`src/rtl/reg_access_master.sv`:
```
// Register access master: turns a valid/ready command into a strobe-based LMAC
// register read or write, with a WAIT-state timeout and a held response.
module reg_access_master #(
  parameter int unsigned ADDR_W      = 16,
  parameter int unsigned DATA_W      = 32,
  parameter int unsigned TIMEOUT_CYC = 16
) (
  input  logic              reg_clk,
  input  logic              reset,
  input  logic              cmd_valid,
  output logic              cmd_ready,
  input  logic              cmd_wr,
  input  logic [ADDR_W-1:0] cmd_addr,
  input  logic [DATA_W-1:0] cmd_wdata,
  output logic [ADDR_W-1:0] host_addr,
  output logic [DATA_W-1:0] host_wdata,
  output logic              reg_rd_start,
  output logic              reg_wr_start,
  input  logic              reg_rd_done_out,
  input  logic              reg_wr_done_out,
  input  logic [DATA_W-1:0] mac_regdout,
  output logic              rsp_valid,
  input  logic              rsp_ready,
  output logic [DATA_W-1:0] rsp_rdata,
  output logic              rsp_err,
  output logic              busy
);

  localparam int unsigned CNT_W = 8;
  localparam logic [CNT_W-1:0] CNT_LAST = CNT_W'(TIMEOUT_CYC - 1);

  typedef enum logic [4:0] {
    IDLE  = 5'h01,
    ADDR  = 5'h02,
    ISSUE = 5'h04,
    WAIT  = 5'h08,
    RESP  = 5'h10
  } state_t;

  state_t            state, state_d;
  logic [CNT_W-1:0]  cnt, cnt_d;
  logic              lat_wr, lat_wr_d;
  logic [ADDR_W-1:0] host_addr_d;
  logic [DATA_W-1:0] host_wdata_d;
  logic              rd_start_d, wr_start_d;
  logic              rsp_valid_d;
  logic [DATA_W-1:0] rsp_rdata_d;
  logic              rsp_err_d;
  logic              done_match;

  // Decoded from the state register only, so cmd_valid never reaches cmd_ready.
  assign cmd_ready = (state == IDLE);
  assign busy      = (state != IDLE);

  // Next-state and next-value logic for every registered output.
  always_comb begin
    state_d      = state;
    cnt_d        = '0;
    lat_wr_d     = lat_wr;
    host_addr_d  = host_addr;
    host_wdata_d = host_wdata;
    rd_start_d   = 1'b0;
    wr_start_d   = 1'b0;
    rsp_valid_d  = 1'b0;
    rsp_rdata_d  = rsp_rdata;
    rsp_err_d    = rsp_err;
    done_match   = lat_wr ? reg_wr_done_out : reg_rd_done_out;

    case (state)
      IDLE: begin
        if (cmd_valid) begin
          lat_wr_d     = cmd_wr;
          host_addr_d  = cmd_addr;
          host_wdata_d = cmd_wr ? cmd_wdata : '0;
          state_d      = ADDR;
        end
      end
      ADDR: begin
        rd_start_d = ~lat_wr;
        wr_start_d = lat_wr;
        state_d    = ISSUE;
      end
      ISSUE: begin
        state_d = WAIT;
      end
      WAIT: begin
        cnt_d = cnt + CNT_W'(1);
        // Done takes priority over a timeout landing in the same cycle.
        if (done_match) begin
          state_d     = RESP;
          rsp_valid_d = 1'b1;
          rsp_err_d   = 1'b0;
          rsp_rdata_d = lat_wr ? '0 : mac_regdout;
        end else if (cnt == CNT_LAST) begin
          state_d     = RESP;
          rsp_valid_d = 1'b1;
          rsp_err_d   = 1'b1;
          rsp_rdata_d = '0;
        end
      end
      RESP: begin
        if (rsp_ready) begin
          state_d      = IDLE;
          host_addr_d  = '0;
          host_wdata_d = '0;
          rsp_rdata_d  = '0;
          rsp_err_d    = 1'b0;
        end else begin
          rsp_valid_d = 1'b1;
        end
      end
      default: begin
        state_d      = IDLE;
        lat_wr_d     = 1'b0;
        host_addr_d  = '0;
        host_wdata_d = '0;
        rsp_rdata_d  = '0;
        rsp_err_d    = 1'b0;
      end
    endcase
  end

  always_ff @(posedge reg_clk) begin
    if (reset) begin
      state        <= IDLE;
      cnt          <= '0;
      lat_wr       <= 1'b0;
      host_addr    <= '0;
      host_wdata   <= '0;
      reg_rd_start <= 1'b0;
      reg_wr_start <= 1'b0;
      rsp_valid    <= 1'b0;
      rsp_rdata    <= '0;
      rsp_err      <= 1'b0;
    end else begin
      state        <= state_d;
      cnt          <= cnt_d;
      lat_wr       <= lat_wr_d;
      host_addr    <= host_addr_d;
      host_wdata   <= host_wdata_d;
      reg_rd_start <= rd_start_d;
      reg_wr_start <= wr_start_d;
      rsp_valid    <= rsp_valid_d;
      rsp_rdata    <= rsp_rdata_d;
      rsp_err      <= rsp_err_d;
    end
  end

endmodule

```
`config.mk`:
```
export PLATFORM = sky130hd
export DESIGN_NAME = reg_access_master
export DESIGN_NICKNAME = d
export VERILOG_FILES = /design/src/rtl/reg_access_master.sv
export SDC_FILE = /design/constraint.sdc
export NUM_CORES = 1
export LEC_CHECK = 0
export ABC_CLOCK_PERIOD_IN_PS = 3300
export CAP_MARGIN = 5
export CORE_MARGIN = 8
export CORE_UTILIZATION = 40
export CTS_CLUSTER_SIZE = 28
export DETAILED_ROUTE_END_ITERATION = 10
export PLACE_DENSITY_LB_ADDON = 0.15
export SYNTH_ARGS = -nofsm -noshare
export SYNTH_HDL_FRONTEND = slang
export SYNTH_SLANG_ARGS = --single-unit
```
`constraint.sdc`:
```
create_clock -name reg_clk -period 3.3 [get_ports reg_clk]
set_clock_uncertainty 0.2 [all_clocks]
set_input_delay 0.495 -clock reg_clk [delete_from_list [all_inputs] [get_ports reg_clk]]
set_output_delay 0.495 -clock reg_clk [all_outputs]
set_load 0.01 [all_outputs]
```
==> results of run 1 <==
## placed cells by master (no fill, tap or decap), types with 4 or more instances in the layout
cell | synthesis | final
clkdlybuf4s50_1 | 0 | 172
nand2_1 | 101 | 101
dfxtp_1 | 98 | 98
mux2i_1 | 50 | 50
a32o_1 | 32 | 32
nor2_1 | 14 | 14
clkbuf_8 | 0 | 10
nand3_1 | 6 | 6
o21ai_0 | 6 | 6
buf_4 | 1 | 6
inv_1 | 5 | 4
xor2_1 | 4 | 4
## flip-flops by register name, indices dropped and copies added (netlist names)
register	count
state	5
lat_wr	1
reg_wr_start	1
rsp_valid	1
host_addr	16
reg_rd_start	1
host_wdata	32
rsp_rdata	32
cnt	8
rsp_err	1
## where the power goes
| part | leakage [nW] | switching (mW) | total (mW) | internal, mW |
|---|---|---|---|---|
| registers | 0.794 | 0.116 | 1.46 | 1.35 |
| clock network | 0.103 | 0.408 | 0.857 | 0.449 |
| logic | 1.25 | 0.764 | 1.52 | 0.759 |
| total | 2.15 | 1.29 | 3.84 | 2.55 |
## cells by family after synthesis
kind of cell             count (synthesis)
AND/OR/NAND/NOR                        143
XOR/XNOR                                 6
adder cells (fa/ha/maj)                  1
multiplexers                            51
flip-flops                              98
AO/OA/AOI/OAI                           50
buffers and inverters                   35
## worst max-delay path by stage
stage,from,end
finish,state[1]$_SDFFE_PP0P_,cmd_ready
global route,state[1]$_SDFFE_PP0P_,cmd_ready
CTS,state[1]$_SDFFE_PP0P_,cmd_ready
detailed placement,reset,rsp_rdata[8]$_SDFFE_PP0P_
global placement,reset,rsp_rdata[26]$_SDFFE_PP0P_
floorplan,state[2]$_SDFFE_PP0P_,host_addr[10]$_SDFFE_PP0P_
## critical path, cell delays in order, from the launching register on
cell and delay, ns:
dfxtp_1 0.40, nor3_1 0.32, nand3_1 0.22, inv_1 0.13
clkdlybuf4s50_1 0.55
## metal layers
layer | GRT usage | share of wire | wire (µm) | up-vias
li1 | - | - | - | 1650
met1 | 0.196 | 0.43 | 4710 | 1533
met2 | 0.260 | 0.46 | 4960 | 123
met4 | 0.0595 | 0.010 | 112 | 0
met5 | 0 | 0 | 0 | -
met3 | 0.0751 | 0.098 | 1070 | 9
## stage by stage
| stage | power [mW] | worst slack (ns) | std cells | hold slack [ns] | util |
|---|---|---|---|---|---|
| floorplan | 2.40 | 1.13 | 384 | 0.213 | - |
| global placement | 3.01 | 0.783 | 644 | 0.227 | 0.607 |
| detailed placement | 3.03 | 0.717 | 644 | 0.244 | 0.607 |
| CTS | 3.89 | 0.646 | 660 | 0.257 | 0.631 |
| global route | 4.08 | 0.456 | 661 | 0.272 | 0.631 |
| finish | 3.84 | 0.634 | 661 | 0.256 | 0.631 |
## cell type report
| class | count | area [µm²] |
|---|---|---|
| Antenna cell | 1 | 2.50 |
| Clock buffer | 12 | 145 |
| Clock inverter | 4 | 75.1 |
| Fill cell | 774 | 3390 |
| Inverter | 5 | 18.8 |
| Multi-Input combinational cell | 251 | 1670 |
| Sequential cell | 98 | 1960 |
| Tap cell | 111 | 139 |
| Timing Repair Buffer | 179 | 1790 |
==> impl_metrics.tcl, run 1 <==
set metrics [dict create \
    synth_xor_area_frac 0.0139 \
    rr_endpoint "host_addr[2]$_SDFFE_PP0P_" \
    cellLeakagePower_nw 2.15 \
    syn-cell-area_mm2 0.00377 \
    crit_type "reg2out" \
    slew_violations 0 \
    drt-vias-per-instance 5.02 \
    synth_top_family_by_area "simple AND/OR/NAND/NOR gates" \
    cts_hold_buf 0 \
    synth.area.mux_share 0.136 \
    worst_setup_path_start_kind "flip-flop" \
    grtUsageTotal 0.166 \
    avgSynthCellArea_um2 9.82 \
    min_path_type "reg2reg" \
    grt_pass1_vias 3374 \
    clockBufferDepth 2 \
    cts-root-buf "clkbuf_8" \
    ios 173 \
    end_kind "output pin" \
    area_growth_pct 53.8 \
    timing.final.crit_period_ns 2.67 \
    cts_tree "yes" \
    wl_per_cell_um 16.4 \
    finalHoldViolations 0 \
    wl_um 10900 \
    path_clk_slew_ns 0.09 \
    hold_end "cnt[0]$_SDFF_PP0_" \
    synthFlopType "dfxtp_1" \
    status "complete, no violations" \
    r2r_cells 5 \
    vias 3315 \
    cts_sinks 98 \
    final_cell_area_mm2 0.00580 \
    grt_setup_unrepaired "no" \
    die_x_um 113 \
    io_buffers 172 \
    postCtsSetupBuffers 0 \
    required_ns 2.60 \
    powerDensity_mw_per_mm2 662 \
    synth_compound_area_frac 0.120 \
    syn-num-nets 472 \
    dr.pass1.iters 4 \
    async_reset_ff_frac 0 \
    synth.most_common_cell "nand2_1" \
    gp_congestion 0.775 \
    max_slew_margin 0.419 \
    whs_path_depth 1 \
    max_freq_ghz 0.375 \
    fin_crit_sh 0.808 \
    yosysWarnings 0 \
    grt.overflow.total 0 \
    setup_viol 0 \
    drive_above_1_share 0.0528 \
    hpwl_um 7880 \
    coreArea_mm2 0.00920 \
    synth_common_cells "nand2_1, dfxtp_1, mux2i_1, a32o_1, clkbuf_1" \
    arrival_ns 1.97 \
    cts_made_buffers 9 \
    rrSetupSlack_ns 1.06 \
    reg2reg_from "state[1]$_SDFFE_PP0P_" \
    synth_top_area_frac 0.520 \
    yosys.area_share.simple 0.166 \
    drt_iter0_drc 162 \
    postPlaceCellArea_mm2 0.00558 \
    fin_setup_tns_ns 0 \
    synth_fa_ha_area_frac 0.00332 \
    drc 0 \
    fin_nets 632 \
    yosysUniqueCellTypes 39 \
    rows 35 \
    synth_area_leaders "dfxtp_1, mux2i_1, nand2_1" \
    crit_fanout 8 \
    maxCapViolCount 0 \
    chipHeight_um 113 \
    synth-edff-count 0 \
    grt_max_degree 84 \
    ys_ff_latch 98 \
    htree_levels 3 \
    dieArea_mm2 0.0128 \
    worstMarginPinSlew_ns 0.872 \
    insertion_delay_ns 0.35 \
    start_util 0.410 \
    antenna_found_initial 1 \
    synth_seq_area_share 0.520 \
    synthCells 384 \
    grt_pass1_wl_um 17200 \
    vdd_drop_max_mv 0.330 \
    hold_start "cnt[0]$_SDFF_PP0_" \
    ant_nets 0 \
    synth_top_area_cell "dfxtp_1" \
    cts-resized-gates 0 \
]
(Power assumes the default switching activity.)
==> run 2: changes to the inputs <==
ABC_CLOCK_PERIOD_IN_PS = 2500   (was 3300)
clock period = 2.5 ns   (was 3.3 ns; I/O delays follow)
==> impl_metrics.tcl, run 2 (synthesis gave the netlist of run 1 again) <==
set metrics [dict create \
    status "complete, no violations" \
    wl_um 11200 \
    cpPeakStageDelay_ns 0.55 \
    diodes 0 \
    dieArea_mm2 0.0128 \
    worstMarginPinSlew_ns 0.429 \
    ant_nets 0 \
    dr.pass1.iters 4 \
    required_ns 1.92 \
    gp_congestion 0.814 \
    htree_levels 3 \
    min_path_type "reg2reg" \
    max_slew_margin 0.711 \
    hpwl_um 7970 \
    fin_nets 637 \
    grt_pass1_vias 3445 \
    slew_violations 0 \
    timing.final.crit_period_ns 2.37 \
    clockBufferDepth 2 \
    r2r_cells 5 \
    vdd_drop_max_mv 0.698 \
    coreArea_mm2 0.00920 \
    cts_made_buffers 9 \
    arrival_ns 1.80 \
    fin_setup_tns_ns 0 \
    insertion_delay_ns 0.35 \
    whs_path_depth 1 \
    final_common_cell "clkdlybuf4s50_1" \
    end_kind "output pin" \
    grt_setup_unrepaired "no" \
    chipHeight_um 113 \
    cts-root-buf "clkbuf_8" \
    grt.overflow.total 0 \
    vias 3380 \
    drt_iter0_drc 185 \
    wl_per_cell_um 16.8 \
    io_buffers 172 \
    crit_family "buffers and inverters" \
    drt-vias-per-instance 5.08 \
    finalHoldViolations 0 \
    antenna_found_initial 0 \
    area_growth_pct 55.6 \
    fin_crit_sh 0.949 \
    final_cell_mix "clkdlybuf4s50_1, nand2_1, dfxtp_1, mux2i_1, a32o_1" \
    crit_fanout 8 \
    cellLeakagePower_nw 2.19 \
    max_freq_ghz 0.421 \
    path_clk_slew_ns 0.10 \
    drc 0 \
    grt_max_degree 84 \
    path_depth 4 \
    reg.largest.list "host_wdata (32), rsp_rdata (32), host_addr (16)" \
    rows 35 \
    grt_pass1_wl_um 17800 \
    setup_viol 0 \
    holdWs_ns 0.254 \
    maxCapViolCount 0 \
    worst_setup_path_start_kind "flip-flop" \
    crit_path_cell_trace "nor3_2 -> nand3_2 -> inv_1 -> clkdlybuf4s50_1" \
    start_util 0.410 \
    ios 173 \
    cts_sinks 98 \
    cts_tree "yes" \
    cp.buffers_inverters 2 \
    die_x_um 113 \
    grtUsageTotal 0.170 \
    slowest_stage "clkdlybuf4s50_1" \
    crit_type "reg2out" \
    drive_above_1_share 0.0686 \
    powerDensity_mw_per_mm2 872 \
]
==> run 2: cell types whose count changed in the layout (fill, tap and decap cells not counted), sizes merged <==
cell	previous run	this run
bufinv	2	1
clkinv	0	2
clkbuf	12	9
inv	5	9
clkinvlp	2	0
buf	7	12
diode	1	0
==> run 2: layer usage <==
layer	GRT usage	vias to the layer above	wire (µm)
met4	0.0657	0	177
met5	0	-	0
met3	0.0650	13	940
met2	0.274	126	5160
li1	-	1666	-
met1	0.201	1575	4890
==> run 2: path summary, 6_finish.rpt <==
path,from,endpoint,slack (ns)
setup / recovery,state[2]$_SDFFE_PP0P_,cmd_ready,0.13
hold / removal,cnt[0]$_SDFF_PP0_,cnt[0]$_SDFF_PP0_,0.25
setup reg to reg,state[1]$_SDFFE_PP0P_,host_wdata[25]$_SDFFE_PP0P_,0.23
hold reg to reg,cnt[0]$_SDFF_PP0_,cnt[0]$_SDFF_PP0_,0.25
==> run 2: what timing repair did <==
action	CTS	global route
hold buffers	0	0
pin swaps	0	1
buffers inserted	0	1
gates resized for setup	1	1
endpoints found under the setup margin	1	1
==> run 2: layout make-up <==
cell class,count,area (µm²)
Clock inverter,7,92.6
Multi-Input combinational cell,251,1680
Sequential cell,98,1960
Clock buffer,9,124
Inverter,5,18.8
Tap cell,111,139
Timing Repair Buffer,184,1850
Fill cell,794,3330
==> run 2: power breakdown <==
group | internal [mW] | switching, mW | total [mW]
registers | 1.78 | 0.138 | 1.91
clock network | 0.491 | 0.599 | 1.09
logic | 1.05 | 1.07 | 2.11
total | 3.32 | 1.80 | 5.12
==> run 2: per-stage QoR <==
stage                     instances  worst slack [ns]   util  instance area [µm²]  total power [mW]
final                           665             0.126  0.638                 5870              5.12
after global routing            665            0.0140  0.638                 5870              5.40
after CTS                       664            0.0422  0.637                 5860              5.15
after detailed placement        648             0.259  0.613                 5630              4.05
after global placement          648             0.307  0.613                 5630              4.01
after floorplan                 384             0.332      -                 3770              3.17
==> run 3: changes to the inputs <==
CELL_PAD_IN_SITES_DETAIL_PLACEMENT = 1   (was unset)
CELL_PAD_IN_SITES_GLOBAL_PLACEMENT = 1   (was unset)
CORE_UTILIZATION = 31   (was 40)
CTS_BUF_LIST = sky130_fd_sc_hd__clkbuf_8   (was unset)
==> impl_metrics.tcl, run 3 (synthesis gave the netlist of run 1 again) <==
set metrics [dict create \
    antenna_found_initial 0 \
    pwr-share-comb 0.411 \
    holdWs_ns 0.248 \
    internal_power_mw 3.28 \
    whs_path_depth 1 \
    use_met2 0.258 \
    grt_pass1_wl_um 19900 \
    start_util 0.315 \
    crit_path_cell_trace "inv_1 -> nand3_2 -> clkdlybuf4s50_1" \
    hold_end "cnt[0]$_SDFF_PP0_" \
    cts-root-buf "clkbuf_8" \
    worst_setup_path_start_kind "flip-flop" \
    hpwl_um 9290 \
    htree_levels 3 \
    dieArea_mm2 0.0160 \
    min_path_type "reg2reg" \
    max_slew_margin 0.673 \
    swShare 0.355 \
    reg2reg_from "state[1]$_SDFFE_PP0P_" \
    diodes 0 \
    drt_iter0_drc 215 \
    clockBufferDepth 2 \
    grt_pass1_vias 3738 \
    grtUsageMet3 0.0641 \
    rows 40 \
    grtUsageTotal 0.155 \
    slew_violations 0 \
    chipHeight_um 126 \
    coreArea_mm2 0.0120 \
    reg.largest.list "host_wdata (32), rsp_rdata (32), host_addr (16)" \
    drt-vias-per-instance 4.89 \
    crit_type "reg2out" \
    rr_endpoint "host_addr[1]$_SDFFE_PP0P_" \
    gp_congestion 0.718 \
    rrSetupSlack_ns 0.23 \
    slowest_stage "clkdlybuf4s50_1" \
    cts_tree "yes" \
    p_sw_mw 1.81 \
    grt.busiest_layer "met2" \
    maxCapViolCount 0 \
    required_ns 1.92 \
    path_clk_slew_ns 0.10 \
    max_freq_ghz 0.429 \
    insertion_delay_ns 0.36 \
    hold_start "cnt[0]$_SDFF_PP0_" \
    io_buffers 172 \
    die_x_um 126 \
    grt_setup_unrepaired "no" \
    fin_nets 636 \
    cts_made_buffers 9 \
    wl_per_cell_um 17.7 \
    grt.overflow.total 0 \
    crit_fanout 9 \
    dr.pass1.iters 5 \
    drc 0 \
    end_kind "output pin" \
    cts_sinks 98 \
    finalHoldViolations 0 \
    grt_max_degree 56 \
    ant_nets 0 \
    status "complete, no violations" \
    r2r_cells 5 \
    ios 173 \
    final_cell_mix "clkdlybuf4s50_1, nand2_1, dfxtp_1, mux2i_1, a32o_1" \
    drive_above_1_share 0.0687 \
    powerDensity_mw_per_mm2 861 \
    cellLeakagePower_nw 2.18 \
    use_met1 0.175 \
    cts_hold_buf 0 \
    area_growth_pct 56.7 \
    cpPeakStageDelay_ns 0.55 \
    power_frac_clock 0.207 \
    fin_crit_sh 0.932 \
    setup_viol 0 \
    n_fill_cell 1366 \
    fin_setup_tns_ns 0 \
    vias 3425 \
    worstMarginPinSlew_ns 0.486 \
    wl_um 12400 \
    p_seq_frac 0.382 \
    vdd_drop_max_mv 0.475 \
    timing.final.crit_period_ns 2.33 \
    final_common_cell "clkdlybuf4s50_1" \
    arrival_ns 1.76 \
]
## run 3: worst max-delay path, delay by kind of cell, from the launching register on
kind / cells / cell delay [ns]
buffers and inverters: 2 / 0.72
DFF: 1 / 0.54
and+or+nand+nor: 1 / 0.13
## run 3: power groups by stage
stage          logic [mW]  registers (mW)  clock network (mW)
2_1_floorplan        1.17            2.00                   0
3_3_place_gp         2.09            1.96                   0
3_5_place_dp         2.12            1.98                   0
4_1_cts              2.13            1.94                1.11
5_1_grt              2.25            1.98                1.17
6_report             2.09            1.95                1.05
## run 3: final cells by class
type / instances / area, µm² / share of cell area
Tap cell: 147 / 184 / 0.0311
Timing Repair Buffer: 183 / 1850 / 0.314
Clock buffer: 9 / 124 / 0.0210
Inverter: 5 / 18.8 / 0.00318
Sequential cell: 98 / 1960 / 0.332
Multi-Input combinational cell: 251 / 1690 / 0.286
Clock inverter: 7 / 76.3 / 0.0129
## run 3: what timing repair did
item                       4_1_cts  5_1_grt
setup endpoints to repair        1        2
resized for setup                1        4
cloned                           0        0
pin swaps                        1        0
setup buffers                    0        0
## run 3: how the worst max path moves through the flow
stage | startpoint | to | slack (ns)
6_report | state[4]$_SDFFE_PP0P_ | busy | 0.17
2_1_floorplan | state[2]$_SDFFE_PP0P_ | host_addr[10]$_SDFFE_PP0P_ | 0.33
3_5_place_dp | reg_rd_done_out | rsp_rdata[16]$_SDFFE_PP0P_ | 0.16
4_1_cts | state[2]$_SDFFE_PP0P_ | cmd_ready | 0.02
3_3_place_gp | reg_rd_done_out | rsp_rdata[16]$_SDFFE_PP0P_ | 0.17
5_1_grt | state[3]$_SDFFE_PP0P_ | cmd_ready | 0.02
## run 3: metal layers
layer	routed length (µm)	vias up
met4	150	0
met5	0	-
met2	5920	112
met3	1150	10
met1	5140	1644
li1	-	1659
## run 3: stage by stage
stage	setup WS, ns	utilization	instance area, µm²	instances	power [mW]
after CTS	0.0175	0.493	5900	700	5.18
after floorplan	0.332	-	3770	384	3.17
after global routing	0.0247	0.494	5910	700	5.40
final	0.170	0.494	5910	700	5.09
after global placement	0.168	0.476	5690	684	4.05
after detailed placement	0.156	0.476	5690	684	4.10
